[config.mk]
export PLATFORM = sky130hd
export DESIGN_NAME = arbitro_memoria_flat
export DESIGN_NICKNAME = d
export VERILOG_FILES = /design/src/rtl/arbitro_memoria_if.sv /design/src/rtl/arbitro_memoria.sv /design/src/flat_wrapper.sv
export SDC_FILE = /design/constraint.sdc
export NUM_CORES = 1
export LEC_CHECK = 0
export ABC_CLOCK_PERIOD_IN_PS = 2400
export CAP_MARGIN = 25
export CELL_PAD_IN_SITES_DETAIL_PLACEMENT = 0
export CELL_PAD_IN_SITES_GLOBAL_PLACEMENT = 1
export CORE_MARGIN = 5
export CORE_UTILIZATION = 14
export CTS_CLUSTER_DIAMETER = 100
export DETAILED_ROUTE_END_ITERATION = 6
export HOLD_SLACK_MARGIN = 0.02
export MAX_ROUTING_LAYER = met4
export PLACE_DENSITY_LB_ADDON = 0.1
export SYNTH_ARGS = -nofsm -noshare
export SYNTH_HDL_FRONTEND = slang
export SYNTH_SLANG_ARGS = --single-unit
[constraint.sdc]
create_clock -name clk -period 2.4 [get_ports clk]
set_input_delay 0.48 -clock clk [delete_from_list [all_inputs] [get_ports clk]]
set_output_delay 0.48 -clock clk [all_outputs]
set_load 0.02 [all_outputs]
[src/rtl/arbitro_memoria_if.sv]
// Bundles both requester ports and the memory-side port of the two-way memory arbiter.
// The arbiter takes the slave view; requesters and the memory model use the master view.
interface arbitro_memoria_if #(
   parameter int ANCHO_DIR = 32,
   parameter int ANCHO_DAT = 32
);
   logic                 req_0, esc_0, gnt_0, val_0;
   logic [ANCHO_DIR-1:0] dir_0;
   logic [ANCHO_DAT-1:0] dat_esc_0, dat_lec_0;
   logic                 req_1, esc_1, gnt_1, val_1;
   logic [ANCHO_DIR-1:0] dir_1;
   logic [ANCHO_DAT-1:0] dat_esc_1, dat_lec_1;
   logic [ANCHO_DIR-1:0] mem_dir;
   logic [ANCHO_DAT-1:0] mem_dat_escritura, mem_dat_lectura;
   logic                 mem_hab_escritura;

   modport slave (
      input  req_0, esc_0, dir_0, dat_esc_0, req_1, esc_1, dir_1, dat_esc_1, mem_dat_lectura,
      output gnt_0, val_0, dat_lec_0, gnt_1, val_1, dat_lec_1,
      output mem_dir, mem_dat_escritura, mem_hab_escritura
   );

   modport master (
      output req_0, esc_0, dir_0, dat_esc_0, req_1, esc_1, dir_1, dat_esc_1, mem_dat_lectura,
      input  gnt_0, val_0, dat_lec_0, gnt_1, val_1, dat_lec_1,
      input  mem_dir, mem_dat_escritura, mem_hab_escritura
   );
endinterface

[src/rtl/arbitro_memoria.sv]
// Two-requester memory arbiter with bounded bursts; grant and memory access in the same cycle, read valid one cycle later.
// No backpressure: a losing requester simply holds req until granted; at most one access per cycle.
module arbitro_memoria #(
   parameter int ANCHO_DIR  = 32,
   parameter int ANCHO_DAT  = 32,
   parameter int MAX_RAFAGA = 4
) (
   input logic              clk,
   input logic              reset,
   arbitro_memoria_if.slave bus
);
   typedef enum logic [1:0] {LIBRE = 2'd0, DUENO0 = 2'd1, DUENO1 = 2'd2} estado_t;
   localparam logic [3:0] MAX_CNT = 4'(MAX_RAFAGA);

   estado_t              estado_q, estado_d;
   logic [3:0]           cnt_q, cnt_d, cnt_sat;
   logic                 ultimo_q, ultimo_d;
   logic                 val0_q, val0_d, val1_q, val1_d;
   logic                 gnt0, gnt1, mem_hab;
   logic [ANCHO_DIR-1:0] mem_dir;
   logic [ANCHO_DAT-1:0] mem_dat;

   always_ff @(posedge clk or negedge reset) begin
      if (!reset) begin
         estado_q <= LIBRE;
         cnt_q    <= 4'd0;
         ultimo_q <= 1'b1;
         val0_q   <= 1'b0;
         val1_q   <= 1'b0;
      end else begin
         estado_q <= estado_d;
         cnt_q    <= cnt_d;
         ultimo_q <= ultimo_d;
         val0_q   <= val0_d;
         val1_q   <= val1_d;
      end
   end

   assign cnt_sat = (cnt_q < MAX_CNT) ? cnt_q + 4'd1 : cnt_q;

   always_comb begin
      estado_d = estado_q;
      cnt_d    = cnt_q;
      ultimo_d = ultimo_q;
      if (gnt0) begin
         estado_d = DUENO0;
         ultimo_d = 1'b0;
         cnt_d    = (estado_q == DUENO0) ? cnt_sat : 4'd1;
      end else if (gnt1) begin
         estado_d = DUENO1;
         ultimo_d = 1'b1;
         cnt_d    = (estado_q == DUENO1) ? cnt_sat : 4'd1;
      end else begin
         estado_d = LIBRE;
         cnt_d    = 4'd0;
      end
      val0_d = gnt0 & ~bus.esc_0;
      val1_d = gnt1 & ~bus.esc_1;
   end

   // The owner keeps the bus until its burst limit is hit with the other side waiting.
   always_comb begin
      gnt0 = 1'b0;
      gnt1 = 1'b0;
      case (estado_q)
         DUENO0: begin
            if (bus.req_0 && ((cnt_q < MAX_CNT) || !bus.req_1)) gnt0 = 1'b1;
            else if (bus.req_1)                                  gnt1 = 1'b1;
         end
         DUENO1: begin
            if (bus.req_1 && ((cnt_q < MAX_CNT) || !bus.req_0)) gnt1 = 1'b1;
            else if (bus.req_0)                                  gnt0 = 1'b1;
         end
         default: begin
            gnt0 = bus.req_0 && (!bus.req_1 || ultimo_q);
            gnt1 = bus.req_1 && (!bus.req_0 || !ultimo_q);
         end
      endcase
      if (!reset) begin
         gnt0 = 1'b0;
         gnt1 = 1'b0;
      end
      mem_dir = '0;
      mem_dat = '0;
      mem_hab = 1'b0;
      if (gnt0) begin
         mem_dir = bus.dir_0;
         mem_dat = bus.dat_esc_0;
         mem_hab = bus.esc_0;
      end else if (gnt1) begin
         mem_dir = bus.dir_1;
         mem_dat = bus.dat_esc_1;
         mem_hab = bus.esc_1;
      end
   end

   assign bus.gnt_0             = gnt0;
   assign bus.gnt_1             = gnt1;
   assign bus.mem_dir           = mem_dir;
   assign bus.mem_dat_escritura = mem_dat;
   assign bus.mem_hab_escritura = mem_hab;
   // Gated so a read caught by reset never shows a valid, even for the sliver before the flop clears.
   assign bus.val_0             = val0_q & reset;
   assign bus.val_1             = val1_q & reset;
   assign bus.dat_lec_0         = bus.mem_dat_lectura;
   assign bus.dat_lec_1         = bus.mem_dat_lectura;
endmodule
[src/flat_wrapper.sv]
// flat-port wrapper written by rule: the top's interface ports become plain ports
module arbitro_memoria_flat 
#(
   parameter int ANCHO_DIR  = 32,
   parameter int ANCHO_DAT  = 32,
   parameter int MAX_RAFAGA = 4
)
  (clk, reset, bus_req_0, bus_esc_0, bus_dir_0, bus_dat_esc_0, bus_req_1, bus_esc_1, bus_dir_1, bus_dat_esc_1, bus_mem_dat_lectura, bus_gnt_0, bus_val_0, bus_dat_lec_0, bus_gnt_1, bus_val_1, bus_dat_lec_1, bus_mem_dir, bus_mem_dat_escritura, bus_mem_hab_escritura);
  arbitro_memoria_if #(.ANCHO_DIR(ANCHO_DIR), .ANCHO_DAT(ANCHO_DAT)) bus_i ();
  input logic clk;
  input logic reset;
  input wire logic [$bits(bus_i.req_0)-1:0] bus_req_0;
  input wire logic [$bits(bus_i.esc_0)-1:0] bus_esc_0;
  input wire logic [$bits(bus_i.dir_0)-1:0] bus_dir_0;
  input wire logic [$bits(bus_i.dat_esc_0)-1:0] bus_dat_esc_0;
  input wire logic [$bits(bus_i.req_1)-1:0] bus_req_1;
  input wire logic [$bits(bus_i.esc_1)-1:0] bus_esc_1;
  input wire logic [$bits(bus_i.dir_1)-1:0] bus_dir_1;
  input wire logic [$bits(bus_i.dat_esc_1)-1:0] bus_dat_esc_1;
  input wire logic [$bits(bus_i.mem_dat_lectura)-1:0] bus_mem_dat_lectura;
  output wire logic [$bits(bus_i.gnt_0)-1:0] bus_gnt_0;
  output wire logic [$bits(bus_i.val_0)-1:0] bus_val_0;
  output wire logic [$bits(bus_i.dat_lec_0)-1:0] bus_dat_lec_0;
  output wire logic [$bits(bus_i.gnt_1)-1:0] bus_gnt_1;
  output wire logic [$bits(bus_i.val_1)-1:0] bus_val_1;
  output wire logic [$bits(bus_i.dat_lec_1)-1:0] bus_dat_lec_1;
  output wire logic [$bits(bus_i.mem_dir)-1:0] bus_mem_dir;
  output wire logic [$bits(bus_i.mem_dat_escritura)-1:0] bus_mem_dat_escritura;
  output wire logic [$bits(bus_i.mem_hab_escritura)-1:0] bus_mem_hab_escritura;
  assign bus_i.req_0 = bus_req_0;
  assign bus_i.esc_0 = bus_esc_0;
  assign bus_i.dir_0 = bus_dir_0;
  assign bus_i.dat_esc_0 = bus_dat_esc_0;
  assign bus_i.req_1 = bus_req_1;
  assign bus_i.esc_1 = bus_esc_1;
  assign bus_i.dir_1 = bus_dir_1;
  assign bus_i.dat_esc_1 = bus_dat_esc_1;
  assign bus_i.mem_dat_lectura = bus_mem_dat_lectura;
  assign bus_gnt_0 = bus_i.gnt_0;
  assign bus_val_0 = bus_i.val_0;
  assign bus_dat_lec_0 = bus_i.dat_lec_0;
  assign bus_gnt_1 = bus_i.gnt_1;
  assign bus_val_1 = bus_i.val_1;
  assign bus_dat_lec_1 = bus_i.dat_lec_1;
  assign bus_mem_dir = bus_i.mem_dir;
  assign bus_mem_dat_escritura = bus_i.mem_dat_escritura;
  assign bus_mem_hab_escritura = bus_i.mem_hab_escritura;
  arbitro_memoria #(.ANCHO_DIR(ANCHO_DIR), .ANCHO_DAT(ANCHO_DAT), .MAX_RAFAGA(MAX_RAFAGA)) u_core (.clk(clk), .reset(reset), .bus(bus_i));
endmodule
==> results.py <==
metrics = {
    "worst_setup_path": {
        "critPathSlowestCell": "dfrtp_1",
        "rr_endpoint": "u_core.cnt_q[0]$_DFF_PN0_",
        "reg2regPathDepth": 12,
        "crit_start": "u_core.estado_q[1]$_DFF_PN0_",
        "reg2reg_from": "u_core.estado_q[1]$_DFF_PN0_",
        "end_kind": "output port",
        "worst-setup-path-type": "flip-flop to output port",
        "critPathRequiredTime_ps": 1920,
        "cp-endpoint": "bus_mem_dat_escritura[5]",
        "slowest_delay_ps": 400,
        "start_kind": "flip-flop",
        "arrival_ps": 2160,
        "ff2ff_setup_slack_ps": 190,
        "crit_fanout": 8,
        "path_cells": "ha_4 > nand2_2 > o211ai_1 > or3_4 > clkinv_8 > clkbuf_16 > o2bb2ai_2 > buf_6",
    },
    "logic_synthesis": {
        "synth_edf_count": 0,
        "synth_top_area_frac": 0.210,
        "yosys-top-cells-count": "65 x o31ai_1, 64 x buf_4, 55 x o2bb2ai_1, 24 x clkbuf_1, 10 x o2bb2ai_2",
        "ys_warn_count": 0,
        "synth_area_um2": 2320,
        "synthMostInstantiatedCell": "o31ai_1",
        "synthCells": 284,
        "synth_fp_nets": 453,
        "synth.top_cells.by_area": "o31ai_1 21%, o2bb2ai_1 21%, buf_4 21%",
        "synth-seq-cells": 9,
        "ys.flop_type": "dfrtp_1",
        "syn_area_per_cell_um2": 8.18,
        "async_reset_ff_frac": 1.00,
        "synth_cell_types": 37,
        "yosys.area.top_type": "o31ai_1",
        "synth.yosys.seq_area_share": 0.0975,
    },
    "sta": {
        "clock_skew_ps": 3.06,
        "slew_headroom": 0.720,
        "final_max_slew_viol_count": 0,
        "worst_slack_ps": -244,
        "hold_viol_final": 0,
        "fin_crit_sh": 1.10,
        "min_period_ps": 2640,
        "worst_slew_pin_slew_ps": 416,
        "setup_viol": 66,
        "fmax_mhz": 378,
        "rsz0062_at_grt": "yes",
        "hold_slack_ps": 593,
    },
    "detailed_routing": {
        "avgViaCountPerCell": 4.49,
        "drt_iter0_drc": 76,
        "drc": 0,
        "vias": 3033,
        "postRouteAntennaNets": 0,
        "wl_per_cell_um": 21.0,
        "routed_wl_um": 14200,
        "dr.pass1.iters": 4,
    },
    "clock_network": {
        "clock_sinks": 9,
        "cts.clk_slew.worst_paths_ps": 40,
        "clock-root-buffer": "clkbuf_16",
        "cts_tree": "built",
        "clkLatencyLatePin_ps": 230,
        "hold_buffers": 0,
        "cts_made_buffers": 3,
        "cts_buffer_depth": 2,
        "htreeDepth": 1,
    },
    "global_routing": {
        "grt_pass1_vias": 3369,
        "grt_usage": 0.140,
        "gr-total-overflow": 0,
        "grt_max_degree": 32,
        "grt_pass1_wl_um": 20900,
        "antenna_found_initial": 1,
    },
    "finish": {
        "finalNetCount": 625,
        "utilization": 0.376,
        "layout-drive-gt1-share": 0.543,
        "area.growth.synth_to_final_pct": 166,
        "nFillCells": 1552,
    },
    "power_and_ir_drop": {
        "cellLeakagePower_nw": 2.24,
        "powerDensity_nw_per_um2": 914,
        "ir_drop_uv": 352,
        "p_total_mw": 5.64,
    },
    "die": {
        "io_pins": 299,
        "std_cell_rows": 47,
        "initial_core_util": 0.142,
        "coreArea_um2": 16400,
        "die_h_um": 139,
        "die_w_um": 139,
        "dieArea_um2": 19300,
    },
    "status": {
        "failed_checks": "negative setup slack",
        "status": "complete, but fails checks",
    },
    "placement": {
        "gp_congestion": 0.767,
        "port_buffers": 202,
        "place_ws_ps": -923,
        "dpl.hpwl_um": 9330,
    },
    "min_path": {
        "min_from": "u_core.ultimo_q$_DFFE_PN1P_",
        "hp-class": "flip-flop to flip-flop",
    },
    "job": {
        "maxCapViolCount": 0,
    },
}
## metrics by stage
stage	setup TNS [ps]	area [µm²]	std cells
6_report	-13440	6170	676
5_1_grt	-19480	6170	676
4_1_cts	-14780	5480	672
3_5_place_dp	-58230	4600	641
3_3_place_gp	-57890	4600	641
2_1_floorplan	-102	2580	284
## cell families (layout without fill, tap and decap cells)
logic type | after synthesis | count (layout) | synth area share
adder cells (fa/ha/maj) | 3 | 3 | 0.0162
XOR/XNOR | 1 | 1 | 0.00377
multiplexers | 1 | 1 | 0.00485
buffers and inverters | 109 | 280 | 0.306
AO/OA/AOI/OAI | 147 | 147 | 0.539
flip-flops | 9 | 9 | 0.0975
AND/OR/NAND/NOR | 14 | 14 | 0.0328
other | 0 | 1 | 0
## power breakdown
part	leakage, nW	total, mW	switching (mW)	internal [mW]
Sequential	0.119	0.217	0.0232	0.194
Combinational	2.08	5.13	2.60	2.53
Clock	0.0409	0.294	0.0740	0.220
## cells in the final DEF (no fill, tap or decap), drive strengths merged, types with 4 or more instances in the layout
cell and count:
dfrtp 8, o31ai 65, clkdlybuf4s50 131, nor2 4
clkbuf 5, o2bb2ai 65, nand2 4, dlygate4sd2 4
buf 130, inv 7
## registers in the layout (all words and copies together), names as in the netlist
name,cells
u_core.cnt_q,4
u_core.val0_q,1
u_core.ultimo_q,1
u_core.val1_q,1
u_core.estado_q,2
## timing repair
item                                    in CTS  in global routing
pin swaps                                   24                  7
cloned                                      10                  2
resized for setup                          449                 90
setup buffers                               17                  2
endpoints found under the setup margin      69                 67
endpoints found under the hold margin        0                  0
## worst min-delay path by stage
stage | cells past startpoint | to
5_1_grt | 3 | u_core.ultimo_q$_DFFE_PN1P_
6_report | 3 | u_core.ultimo_q$_DFFE_PN1P_
2_1_floorplan | 0 | u_core.cnt_q[0]$_DFF_PN0_
4_1_cts | 3 | u_core.ultimo_q$_DFFE_PN1P_
3_3_place_gp | 3 | u_core.ultimo_q$_DFFE_PN1P_
3_5_place_dp | 3 | u_core.ultimo_q$_DFFE_PN1P_
## critical path: cells and delay by family, from the launching register on
| kind | cells | cell delay [ps] |
|---|---|---|
| buf+inv | 3 | 470 |
| compound gates | 2 | 420 |
| simple gates | 2 | 320 |
| fa+ha+maj | 1 | 310 |
| flops | 1 | 400 |
## layer usage
layer  global-route usage  share of wire  up-vias  wire length [µm]
met1                0.165           0.40     1451              5630
met2                0.238           0.50      154              7050
met4               0.0438          0.034        0               480
li1                     -              -     1394                 -
met5                    -              0        -                 0
met3               0.0310          0.073       34              1040
## layout make-up
cell class	count	area (µm²)	share of cell area
tap	220	275	0.0446
inverter	8	42.5	0.00689
antenna	1	2.50	0.000405
timing repair buffer	267	3090	0.501
timing repair inverter	1	8.76	0.00142
clock buffer	3	75.1	0.0122
multi-input combinational	166	2440	0.396
sequential	9	226	0.0367
clock inverter	1	5.00	0.000811
No activity file was read; power rests on OpenSTA's default activity.
